## config.mk

```make
export PLATFORM = sky130hd
export DESIGN_NAME = latch_gate_seq
export DESIGN_NICKNAME = d
export VERILOG_FILES = /design/src/rtl/latch_gate_seq.sv
export SDC_FILE = /design/constraint.sdc
export NUM_CORES = 1
export LEC_CHECK = 0
export ABC_CLOCK_PERIOD_IN_PS = 3400
export BUFFER_PORTS_ARGS = -buffer_cell sky130_fd_sc_hd__buf_4
export CAP_MARGIN = 20
export CELL_PAD_IN_SITES_DETAIL_PLACEMENT = 1
export CELL_PAD_IN_SITES_GLOBAL_PLACEMENT = 1
export CORE_MARGIN = 8
export CORE_UTILIZATION = 39
export DETAILED_ROUTE_END_ITERATION = 8
export GPL_TIMING_DRIVEN = 0
export MAX_ROUTING_LAYER = met4
export PLACE_DENSITY = 0.88
export SLEW_MARGIN = 25
export SYNTH_ARGS = -nofsm -noshare
export SYNTH_HDL_FRONTEND = slang
export SYNTH_SLANG_ARGS = --single-unit
```

## constraint.sdc

```tcl
create_clock -name C -period 3.4 [get_ports C]
set_input_delay 0.17 -clock C [delete_from_list [all_inputs] [get_ports C]]
set_output_delay 0.17 -clock C [all_outputs]
set_load 0.005 [all_outputs]
```

## src/rtl/latch_gate_seq.sv

```systemverilog
// Latch-bank gate sequencer: presets the bank or writes one word through a
// SETUP / OPEN / HOLD gate window. Define LATCH_GATE_SEQ_SHADOW_EN to model the latch contents on SHADOW_Q.
module latch_gate_seq #(
  parameter int   WIDTH            = 8,
  parameter int   SETUP_CYC        = 1,
  parameter int   OPEN_CYC         = 2,
  parameter int   HOLD_CYC         = 1,
  parameter int   PRESET_CYC       = 1,
  parameter logic IS_G_INVERTED    = 1'b0,
  parameter logic IS_PRE_INVERTED  = 1'b0
) (
  input  logic             C,
  input  logic             R,
  input  logic             IN_VALID,
  output logic             IN_READY,
  input  logic [WIDTH-1:0] IN_DATA,
  input  logic             PRE_REQ,
  output logic [WIDTH-1:0] LD_D,
  output logic             LD_G,
  output logic             LD_GE,
  output logic             LD_PRE,
  output logic             BUSY,
  output logic             DONE,
  output logic [WIDTH-1:0] SHADOW_Q
);

  // Counter reload value for a phase of n cycles; 0 behaves as 1.
  function automatic logic [7:0] phase_load(input int n);
    return (n <= 1) ? 8'd0 : 8'(n - 1);
  endfunction

  localparam logic [7:0] SETUP_LD  = phase_load(SETUP_CYC);
  localparam logic [7:0] OPEN_LD   = phase_load(OPEN_CYC);
  localparam logic [7:0] HOLD_LD   = phase_load(HOLD_CYC);
  localparam logic [7:0] PRESET_LD = phase_load(PRESET_CYC);

  typedef enum logic [2:0] {IDLE, PRESET, SETUP, OPEN, HOLD} state_t;

  state_t     state, state_nxt;
  logic [7:0] cnt, cnt_nxt;
  logic       accept;

  assign IN_READY = (state == IDLE) && !PRE_REQ && !R;
  assign accept   = IN_READY && IN_VALID;

  // NOTE: every always_comb output gets a default first so no path can infer a latch.
  always_comb begin
    state_nxt = state;
    cnt_nxt   = (cnt == 8'd0) ? 8'd0 : cnt - 8'd1;
    unique case (state)
      IDLE: begin
        if (PRE_REQ) begin
          state_nxt = PRESET;
          cnt_nxt   = PRESET_LD;
        end else if (IN_VALID) begin
          state_nxt = SETUP;
          cnt_nxt   = SETUP_LD;
        end
      end
      PRESET: if (cnt == 8'd0) state_nxt = IDLE;
      SETUP: begin
        if (cnt == 8'd0) begin
          state_nxt = OPEN;
          cnt_nxt   = OPEN_LD;
        end
      end
      OPEN: begin
        if (cnt == 8'd0) begin
          state_nxt = HOLD;
          cnt_nxt   = HOLD_LD;
        end
      end
      HOLD: if (cnt == 8'd0) state_nxt = IDLE;
      default: begin
        state_nxt = IDLE;
        cnt_nxt   = 8'd0;
      end
    endcase
  end

  // Pin outputs are registered from the next state so they line up with it.
  // NOTE: sequential state uses non-blocking assignments so all registers update together.
  always_ff @(posedge C) begin
    if (R) begin
      state  <= IDLE;
      cnt    <= 8'd0;
      LD_D   <= '0;
      LD_GE  <= 1'b0;
      LD_G   <= IS_G_INVERTED;
      LD_PRE <= IS_PRE_INVERTED;
      BUSY   <= 1'b0;
      DONE   <= 1'b0;
    end else begin
      state  <= state_nxt;
      cnt    <= cnt_nxt;
      if (accept) LD_D <= IN_DATA;
      LD_GE  <= (state_nxt == SETUP) || (state_nxt == OPEN) || (state_nxt == HOLD);
      LD_G   <= (state_nxt == OPEN) ^ IS_G_INVERTED;
      LD_PRE <= (state_nxt == PRESET) ^ IS_PRE_INVERTED;
      BUSY   <= (state_nxt != IDLE);
      DONE   <= ((state == PRESET) || (state == HOLD)) && (state_nxt == IDLE);
    end
  end

`ifdef LATCH_GATE_SEQ_SHADOW_EN
  logic [WIDTH-1:0] shadow_q;

  // The bank takes all ones when a preset ends and LD_D when the gate closes.
  always_ff @(posedge C) begin
    if (R) begin
      shadow_q <= '0;
    end else if ((state == PRESET) && (state_nxt == IDLE)) begin
      shadow_q <= '1;
    end else if ((state == OPEN) && (state_nxt == HOLD)) begin
      shadow_q <= LD_D;
    end
  end

  assign SHADOW_Q = shadow_q;
`else
  assign SHADOW_Q = '0;
`endif

endmodule

```

==> summary.md, run 1 <==
| Metric | Value |
|---|---|
| Number of synthesized flops with an enable pin | `0` |
| Flop pwr share | `between 40% and 50%` |
| Commonest non-fill, non-tap cell in the layout | `buf_4` |
| Port Buffer Count | `25` |
| RSZ-0062 raised after global routing | `no` |
| Tmin final | `roughly 1700 ps` |
| CP Capture Type | `flop` |
| Nets@finish | `167` |
| Sequential element share of the synthesized area | `between 40% and 50%` |
| Final wirelength | `2670 um` |
| Synth async-reset ratio | `0%` |
| Final instance area | `between 0.001 and 0.0015 sq mm` |
| Run status | `complete, no violations` |
| CP max stage cell | `nor3b_4` |
| Vias in the first global route | `~990` |
| Dpl cell area | `0.00135 sq mm` |
| Post-route insts no fill | `183` |
| Drt drc | `0` |
| Startpoint Class | `flop` |
| Largest net degree at the start of global routing | `13` |
| Avg Inst Size Synth | `9.36 sq um` |
| Initial antenna violation count | `0` |
| DRT iter0 DRCs | `16` |
| Post-cts hold buffer count | `0` |
| Final setup fails | `0` |
| Switch share | `36.4%` |
| Crit path arrival time | `approximately 2000 ps` |
| Lkg Pwr | `0.668 nW` |
| Initial core utilization | `about two fifths` |
| FP Rows | `19` |
| Slew Limit Fails | `0` |
| Synth Register Bits | `24` |
| Clock Sink Count | `24` |
| Via density | `4.90` |
| Die Wd | `69.0 um` |
| Die Height | `69.0 um` |
| Power density cells | `647 mW/mm^2` |
| Synth cell types | `39` |
| Antenna cells | `0` |
| DRT Pass-1 Iters | `4` |
| CTS root buf | `clkbuf_4` |
| Final hold vios | `0` |
| Post-Synthesis Cells | `117` |
| First-pass GRT wire length | `4530 um` |
| Reg clk slew, reported paths | `130 ps` |
| CTS Buffer Depth | `2` |
| H-tree levels | `1` |
| Clk Latency, worst-skew pair | `320 ps` |
| Post-Syn Area | `0.00109 sq mm` |
| Grt ovf | `0` |
| Clock Skews | `slightly below 4 ps` |
| Clock power share | `14.2%` |
| CP top delay family | `simple AND/OR/NAND/NOR gates` |
| Global placer's final weighted congestion | `0.888` |
| # resized after CTS | `0` |
| CP Max Fanout | `8` |
| DP Cell Count | `180` |
| Combinational share of power | `44.0%` |
| Top FF cell, synth | `dfxtp_1` |
| CTS tree | `yes` |
| Core Region | `0.00271 sq mm` |
| Total routing usage reported by global routing | `12.8%` |
| Worst path cell trace | `inv_1, ha_1, nor3b_4, nand2_2, a211oi_2, nor4b_2` |
| Drt wl/cell | `14.6 um` |
| Power Internal | `0.564 mW` |
| Synth warn | `0` |
| Achievable Freq | `576 MHz` |
| Tcrit/Tclk final | `51.0%` |
| Share of layout cells above drive strength 1 | `30.3%` |
| Fillers | `345` |
| Number of setup buffers added after CTS | `0` |
| Post-DP HPWL | `roughly 2100 um` |
| DR vias | `897` |
| Final TNS setup | `0 ps` |
| Data required, critical path | `3640 ps` |
| NetSw | `0.323 mW` |
| Synthesis-to-layout area growth | `25.1%` |
| CP max stage delay | `430 ps` |
| TritonCTS buffer count | `3` |
| DIE AREA | `around 0.0048 sq mm` |
| Number of I/O pins | `34` |
| Critical path type | `reg -> reg` |
| Worst hold path class | `in -> reg` |
| Detail Route Antenna Nets | `0` |
| Max-cap check violation count | `0` |
| Peak VDD IR | `roughly 0.37 mV` |
| Crit path buf inv count | `1` |
| Commonest non-fill, non-tap cells in the layout | `buf_4, nor2_1, dfxtp_1` |
==> cell type report <==
class / instances / area [sq um] / area share [%]
multi-input cells: 83 / 546 / 39.8
repair buffers: 25 / 188 / 13.7
flip-flops and latches: 24 / 480 / 35.1
well taps: 31 / 38.8 / 2.83
inverters: 5 / 18.8 / 1.37
plain buffers: 12 / 76.3 / 5.57
clock buffers: 3 / 22.5 / 1.64
==> cells by family after synthesis <==
logic type	count (synthesis)	synth area share, %
compound gates	16	10.4
xor+xnor	6	4.80
fa+ha+maj	1	1.14
buf+inv	17	8.69
flops	24	43.9
mux	8	7.31
other cells	1	0.343
simple gates	44	23.4
==> path summary, 6_finish.rpt <==
kind                 from       to  slack (ps)  cells past startpoint
setup / recovery   cnt[0]     DONE        1670                      6
hold reg to reg   LD_D[2]  LD_D[2]         530                      2
hold / removal          R     DONE          40                      2
setup reg to reg   cnt[0]     DONE        1670                      6
==> power groups by stage <==
| stage | combinational, mW | sequential, mW | clock, mW |
|---|---|---|---|
| after floorplan | 0.279 | 0.372 | 0 |
| after global placement | 0.375 | 0.373 | 0 |
| after detailed placement | 0.394 | 0.376 | 0 |
| after CTS | 0.396 | 0.370 | 0.131 |
| after global routing | 0.434 | 0.378 | 0.141 |
| final | 0.391 | 0.370 | 0.126 |
==> flip-flops by register name, summed over array words and instances, names as in the netlist <==
| register | cells |
|---|---|
| BUSY | 1 |
| DONE | 1 |
| LD_D | 8 |
| LD_G | 1 |
| LD_GE | 1 |
| LD_PRE | 1 |
| cnt | 8 |
| state | 3 |
==> per-layer routing <==
metal	track usage [%]	part of all wire [%]	vias up
met5	-	0	-
met4	7.52	2.0	0
met3	2.10	1.7	5
met2	21.5	55	10
met1	13.9	42	427
li1	-	-	455
==> stage by stage <==
| step | worst slack, ps | hold slack, ps | util (%) | power, mW |
|---|---|---|---|---|
| floorplan | 1960 | 244 | - | 0.651 |
| global placement | 1760 | 378 | 49.7 | 0.747 |
| detailed placement | 1680 | 385 | 49.7 | 0.770 |
| CTS | 1630 | 31.0 | 50.6 | 0.897 |
| global route | 1470 | 28.2 | 50.6 | 0.952 |
| finish | 1670 | 37.4 | 50.6 | 0.887 |
==> cells in the mapped netlist, types with 2 or more instances <==
cell | count | area (sq um)
a21oi_1 | 5 | 25.0
inv_1 | 5 | 18.8
nand3_1 | 3 | 15.0
buf_4 | 8 | 60.1
xnor2_1 | 5 | 43.8
dfxtp_1 | 24 | 480
clkbuf_1 | 3 | 11.3
nand2b_1 | 2 | 12.5
mux2i_1 | 8 | 80.1
nor2_1 | 25 | 93.8
Power figures use the tool's default switching activity.
==> run 2, diff against run 1 <==
--- a/config.mk
+++ b/config.mk
@@ -5,17 +5,17 @@
 export SDC_FILE = /design/constraint.sdc
 export NUM_CORES = 1
 export LEC_CHECK = 0
-export ABC_CLOCK_PERIOD_IN_PS = 3400
+export ABC_CLOCK_PERIOD_IN_PS = 1800
 export BUFFER_PORTS_ARGS = -buffer_cell sky130_fd_sc_hd__buf_4
 export CAP_MARGIN = 20
 export CELL_PAD_IN_SITES_DETAIL_PLACEMENT = 1
 export CELL_PAD_IN_SITES_GLOBAL_PLACEMENT = 1
 export CORE_MARGIN = 8
-export CORE_UTILIZATION = 39
+export CORE_UTILIZATION = 36
 export DETAILED_ROUTE_END_ITERATION = 8
 export GPL_TIMING_DRIVEN = 0
 export MAX_ROUTING_LAYER = met4
-export PLACE_DENSITY = 0.88
+export PLACE_DENSITY = 0.82
 export SLEW_MARGIN = 25
 export SYNTH_ARGS = -nofsm -noshare
 export SYNTH_HDL_FRONTEND = slang
==> constraint.sdc (replaced) <==
create_clock -name C -period 1.8 [get_ports C]
set_input_delay 0.09 -clock C [delete_from_list [all_inputs] [get_ports C]]
set_output_delay 0.09 -clock C [all_outputs]
set_load 0.005 [all_outputs]
==> summary.md, run 2 (synthesis results as in run 1) <==
| Metric | Value |
|---|---|
| Run status | `complete, no violations` |
| H-tree levels | `1 (unchanged)` |
| RSZ-0062 raised after global routing | `no` |
| R2r setup slk | `160 ps (-1500 ps)` |
| Reg2reg end | `DONE` |
| Max-cap check violation count | `0 (unchanged)` |
| Largest net degree at the start of global routing | `14 (+1)` |
| Startpoint Class | `flop` |
| Tmin final | `1640 ps (-99.4 ps)` |
| Port Buffer Count | `25 (unchanged)` |
| Antenna cells | `0 (unchanged)` |
| Final setup fails | `0 (unchanged)` |
| Peak VDD IR | `0.673 mV (+84%)` |
| Biggest regs | `LD_D (8), cnt (8), state (3)` |
| Via density | `4.92 (+0.30%)` |
| Number of I/O pins | `34 (unchanged)` |
| DIE AREA | `0.00506 sq mm (+6.4%)` |
| Capture point of the critical path | `DONE` |
| Commonest non-fill, non-tap cells in the layout | `buf_4, nor2_1, dfxtp_1` |
| CTS Buffer Depth | `2 (unchanged)` |
| CTS root buf | `clkbuf_4` |
| Final wirelength | `2770 um (+3.9%)` |
| Worst R2R Path Depth | `7 (+1)` |
| Vias in the first global route | `1022 (+2.8%)` |
| Crit path buf inv count | `2 (+1)` |
| Global placer's final weighted congestion | `0.889 (about the same)` |
| CTS tree | `yes` |
| CP max stage delay | `380 ps (-50 ps)` |
| Hold path depth | `3 (+1)` |
| Tcrit/Tclk final | `90.9% (+40 points)` |
| Die Wd | `71.1 um (+3.1%)` |
| Lkg Pwr | `0.697 nW (+4.4%)` |
| Dpl cell area | `0.00135 sq mm (+0.19%)` |
| Data required, critical path | `2030 ps (-1610 ps)` |
| Commonest non-fill, non-tap cell in the layout | `buf_4` |
| Worst R2R Start | `cnt[0]` |
| DRT iter0 DRCs | `10 (-6)` |
| Slew Limit Fails | `0 (unchanged)` |
| FP Rows | `20 (+1)` |
| Final hold vios | `0 (unchanged)` |
| Nets@finish | `172 (+3.0%)` |
| Final instance area | `0.00143 sq mm (+4.6%)` |
| DRT Pass-1 Iters | `4 (unchanged)` |
| Share of layout cells above drive strength 1 | `31.6% (+1.4 points)` |
| Critical path type | `reg -> reg` |
| Initial core utilization | `36.8% (-3.6 points)` |
| Post-DP HPWL | `2180 um (+1.5%)` |
| Worst hold path class | `in -> reg` |
| Reg clk slew, reported paths | `130 ps (about the same)` |
| Clk Latency, worst-skew pair | `300 ps (-20 ps)` |
| Crit path arrival time | `1860 ps (-120 ps)` |
| Core Region | `0.00298 sq mm (+9.9%)` |
| CP top delay family | `flip-flops` |
| Total routing usage reported by global routing | `11.7% (-1.1 points)` |
| Synthesis-to-layout area growth | `30.9%` |
| Power density cells | `1230 mW/mm^2 (+91%)` |
| Detail Route Antenna Nets | `0 (unchanged)` |
| Clock Sink Count | `24 (unchanged)` |
| Worst path cell trace | `inv_1, ha_1, nor3b_4, buf_4, o2111a_1, a211oi_2, nor4b_2` |
| Stages on worst setup path | `7 (+1)` |
| First-pass GRT wire length | `4760 um (+5.0%)` |
| CP startpoint | `cnt[0]` |
| Drt drc | `0 (unchanged)` |
| Initial antenna violation count | `0 (unchanged)` |
| Hold_ws | `6.86 ps (-30.6 ps)` |
| Final TNS setup | `0 ps (unchanged)` |
| Drt wl/cell | `14.5 um (-0.42%)` |
| TritonCTS buffer count | `3 (unchanged)` |
| CP Max Fanout | `8 (unchanged)` |
| Clock Skews | `1.00 ps (-2.87 ps)` |
| Grt ovf | `0 (unchanged)` |
| DR vias | `939 (+4.7%)` |
| CP max stage cell | `dfxtp_2` |
| CP Capture Type | `flop` |
| Achievable Freq | `611 MHz (+6.1%)` |
| Die Height | `71.1 um (+3.1%)` |
==> run 2: changes by cell type in the layout (fill, tap and decap cells not counted), sizes merged <==
cell and delta:
buf +2, clkbuf +1, dlygate4sd3 +3
==> run 2: repair_timing <==
item                                    CTS  global route
hold endpoints to repair                  3             0
setup buffers                             0             2
hold buffers                              3             0
gates resized for setup                   0             1
endpoints found under the setup margin    0            11
==> run 2: layer usage <==
layer / wire (um) / vias up / share of wire, % / GRT usage, %
met5: 0 / - / 0 / -
met4: 18 / 0 / 0.65 / 3.93
met3: 53 / 2 / 1.9 / 2.40
met2: 1550 / 15 / 56 / 21.2
met1: 1150 / 456 / 42 / 12.2
li1: - / 466 / - / -
==> run 2: worst min-delay path by stage <==
stage               startpoint  slack [ps]  endpoint
global route        IN_DATA[7]           9   LD_D[7]
finish              IN_DATA[3]           7   LD_D[3]
CTS                 IN_DATA[3]           2   LD_D[3]
global placement             R         300      DONE
floorplan                    R         160      DONE
detailed placement           R         300      DONE
==> run 2: through the flow <==
stage               util [%]  worst slack, ps  instances  power, mW
detailed placement      45.3             67.9        182       1.46
floorplan                  -              365        124       1.23
CTS                     47.6             38.7        189       1.76
finish                  48.1              165        191       1.77
global route            48.1             22.5        191       1.90
global placement        45.3              180        182       1.41
==> run 2: worst min-delay path, delay by kind of cell <==
kind / cells / cell delay (ps)
buffers and inverters: 1 / 70
AND/OR/NAND/NOR: 1 / 70
multiplexers: 1 / 50
==> run 2: final cells by class <==
cell class                      instances  area [sq um]
Tap cell                               33          41.3
Sequential cell                        24           482
Inverter                                5          18.8
Multi-Input combinational cell         83           546
Buffer                                 12          76.3
Fill cell                             355          1550
Timing Repair Buffer                   30           233
Clock buffer                            4          36.3
==> run 2: report_power, final <==
group / switching [mW] / total [mW] / internal (mW)
registers: 0.0749 / 0.701 / 0.627
clock network: 0.154 / 0.278 / 0.123
logic: 0.393 / 0.789 / 0.396
total: 0.622 / 1.77 / 1.15
==> run 3, diff against run 2 <==
--- a/config.mk
+++ b/config.mk
@@ -10,9 +10,10 @@
 export CAP_MARGIN = 20
 export CELL_PAD_IN_SITES_DETAIL_PLACEMENT = 1
 export CELL_PAD_IN_SITES_GLOBAL_PLACEMENT = 1
-export CORE_MARGIN = 8
+export CORE_MARGIN = 2
 export CORE_UTILIZATION = 36
 export DETAILED_ROUTE_END_ITERATION = 8
+export GPL_ROUTABILITY_DRIVEN = 1
 export GPL_TIMING_DRIVEN = 0
 export MAX_ROUTING_LAYER = met4
 export PLACE_DENSITY = 0.82
==> summary.md, run 3 (synthesis results as in run 1) <==
| Metric | Value |
|---|---|
| Largest net degree at the start of global routing | `14 (unchanged)` |
| CTS Buffer Depth | `2 (unchanged)` |
| Data required, critical path | `2020 ps (about the same)` |
| Biggest regs | `LD_D (8), cnt (8), state (3)` |
| Share of layout cells above drive strength 1 | `33.3% (+1.7 points)` |
| DIE AREA | `0.00350 sq mm (-31%)` |
| DRT iter0 DRCs | `13 (+3)` |
| CTS tree | `yes` |
| Global placer's final weighted congestion | `0.830 (-6.6%)` |
| Post-DP HPWL | `1910 um (-13%)` |
| TritonCTS buffer count | `3 (unchanged)` |
| FP Rows | `20 (unchanged)` |
| Lkg Pwr | `0.707 nW (+1.4%)` |
| Port Buffer Count | `25 (unchanged)` |
| CP Capture Type | `flop` |
| Initial antenna violation count | `0 (unchanged)` |
| Detail Route Antenna Nets | `0 (unchanged)` |
| Grt ovf | `0 (unchanged)` |
| Clk Latency, worst-skew pair | `320 ps (+20 ps)` |
| Final setup margin | `94.2 ps (-70.5 ps)` |
| Clock Skews | `3.47 ps (+2.46 ps)` |
| Initial core utilization | `36.8% (unchanged)` |
| Reg clk slew, reported paths | `130 ps (about the same)` |
| Power density cells | `1280 mW/mm^2 (+3.6%)` |
| DP Cell Count | `182 (unchanged)` |
| Drt drc | `0 (unchanged)` |
| Peak VDD IR | `0.671 mV (-0.27%)` |
| Core Util, Final | `48.9% (+0.80 points)` |
| Crit path arrival time | `1920 ps (+60 ps)` |
| Run status | `complete, no violations` |
| Commonest non-fill, non-tap cells in the layout | `buf_4, nor2_1, dfxtp_1` |
| H-tree levels | `1 (unchanged)` |
| Register area | `482 sq um (unchanged)` |
| First-pass GRT wire length | `3870 um (-19%)` |
| Antenna cells | `0 (unchanged)` |
| Vias in the first global route | `894 (-13%)` |
| Critical path type | `reg -> reg` |
| Commonest non-fill, non-tap cell in the layout | `buf_4` |
| Dpl ws | `59.5 ps (-8.38 ps)` |
| Nets@finish | `173 (+0.58%)` |
| Final setup fails | `0 (unchanged)` |
| Tmin final | `1710 ps (+70.5 ps)` |
| Synthesis-to-layout area growth | `33.0%` |
| Area of the multi-input gates | `564 sq um (+3.4%)` |
| Startpoint Class | `flop` |
| Via density | `4.87 (-0.94%)` |
| Number of I/O pins | `34 (unchanged)` |
| Final wirelength | `2650 um (-4.6%)` |
| Drt wl/cell | `13.8 um (-5.1%)` |
| CP Max Fanout | `8 (unchanged)` |
| Fillers | `346 (-2.5%)` |
| Worst hold path class | `in -> reg` |
| Final hold vios | `0 (unchanged)` |
| DR vias | `935 (-0.43%)` |
| CTS root buf | `clkbuf_4` |
| Total routing usage reported by global routing | `15.3% (+3.6 points)` |
| Die Wd | `59.1 um (-17%)` |
| DRT Pass-1 Iters | `4 (unchanged)` |
| Post-route insts no fill | `192 (+0.52%)` |
| Die Height | `59.1 um (-17%)` |
| Max-cap check violation count | `0 (unchanged)` |
| Achievable Freq | `586 MHz (-4.1%)` |
| Slew Limit Fails | `0 (unchanged)` |
| Core Region | `0.00298 sq mm (unchanged)` |
| Tcrit/Tclk final | `94.8% (+3.9 points)` |
| Clock Sink Count | `24 (unchanged)` |
## run 3: changes by cell type in the layout (fill, tap and decap cells not counted)
cell           delta
ha_2              +1
dlygate4sd3_1     -1
nor4b_2           -1
a211oi_4          +1
ha_1              -1
nor4b_4           +1
a211oi_2          -1
buf_4             +2
## run 3: final timing paths
check,start,endpoint,slack (ps),cells past startpoint
max,state[0],LD_PRE,90,5
min,IN_DATA[1],LD_D[1],1,3
max reg2reg,state[0],LD_PRE,90,5
min reg2reg,LD_D[1],LD_D[1],530,2
## run 3: report_power, final
part           internal [mW]  switching (mW)
Combinational          0.448           0.426
Sequential             0.626          0.0757
Clock                  0.124           0.161
## run 3: worst max-delay path: stages (launching register included)
cell,delay (ps)
dfxtp_1,320
clkbuf_1,200
or3b_1,460
a21oi_1,360
a31oi_1,100
nor2b_1,160
## run 3: repair_timing
action / 4_1_cts / 5_1_grt
setup endpoints to repair: 0 / 1
resized for setup: 0 / 4
hold endpoints to repair: 2 / 0
hold buffers: 2 / 0
buffers inserted: 0 / 4
## run 3: routing by layer
| metal | track usage [%] | wire length, um |
|---|---|---|
| met5 | - | 0 |
| met4 | 7.47 | 61 |
| met3 | 4.15 | 82 |
| met2 | 25.2 | 1380 |
| met1 | 16.9 | 1120 |
## run 3: final cells by class
type	instances	share of cell area, %
inverter	5	1.29
buffer	12	5.24
sequential	24	33.1
clock buffer	4	2.49
tap	33	2.84
multi-input combinational	83	38.7
timing repair buffer	31	16.3
## run 3: stage by stage
stage / TNS [ps] / power (mW) / hold slack, ps / area [sq um]
3_5_place_dp: 0 / 1.45 / 300 / 1350
5_1_grt: -2.30 / 1.98 / 6.64 / 1460
4_1_cts: 0 / 1.74 / 1.41 / 1410
3_3_place_gp: 0 / 1.42 / 298 / 1350
6_report: 0 / 1.86 / 1.29 / 1460
2_1_floorplan: 0 / 1.23 / 164 / 1120
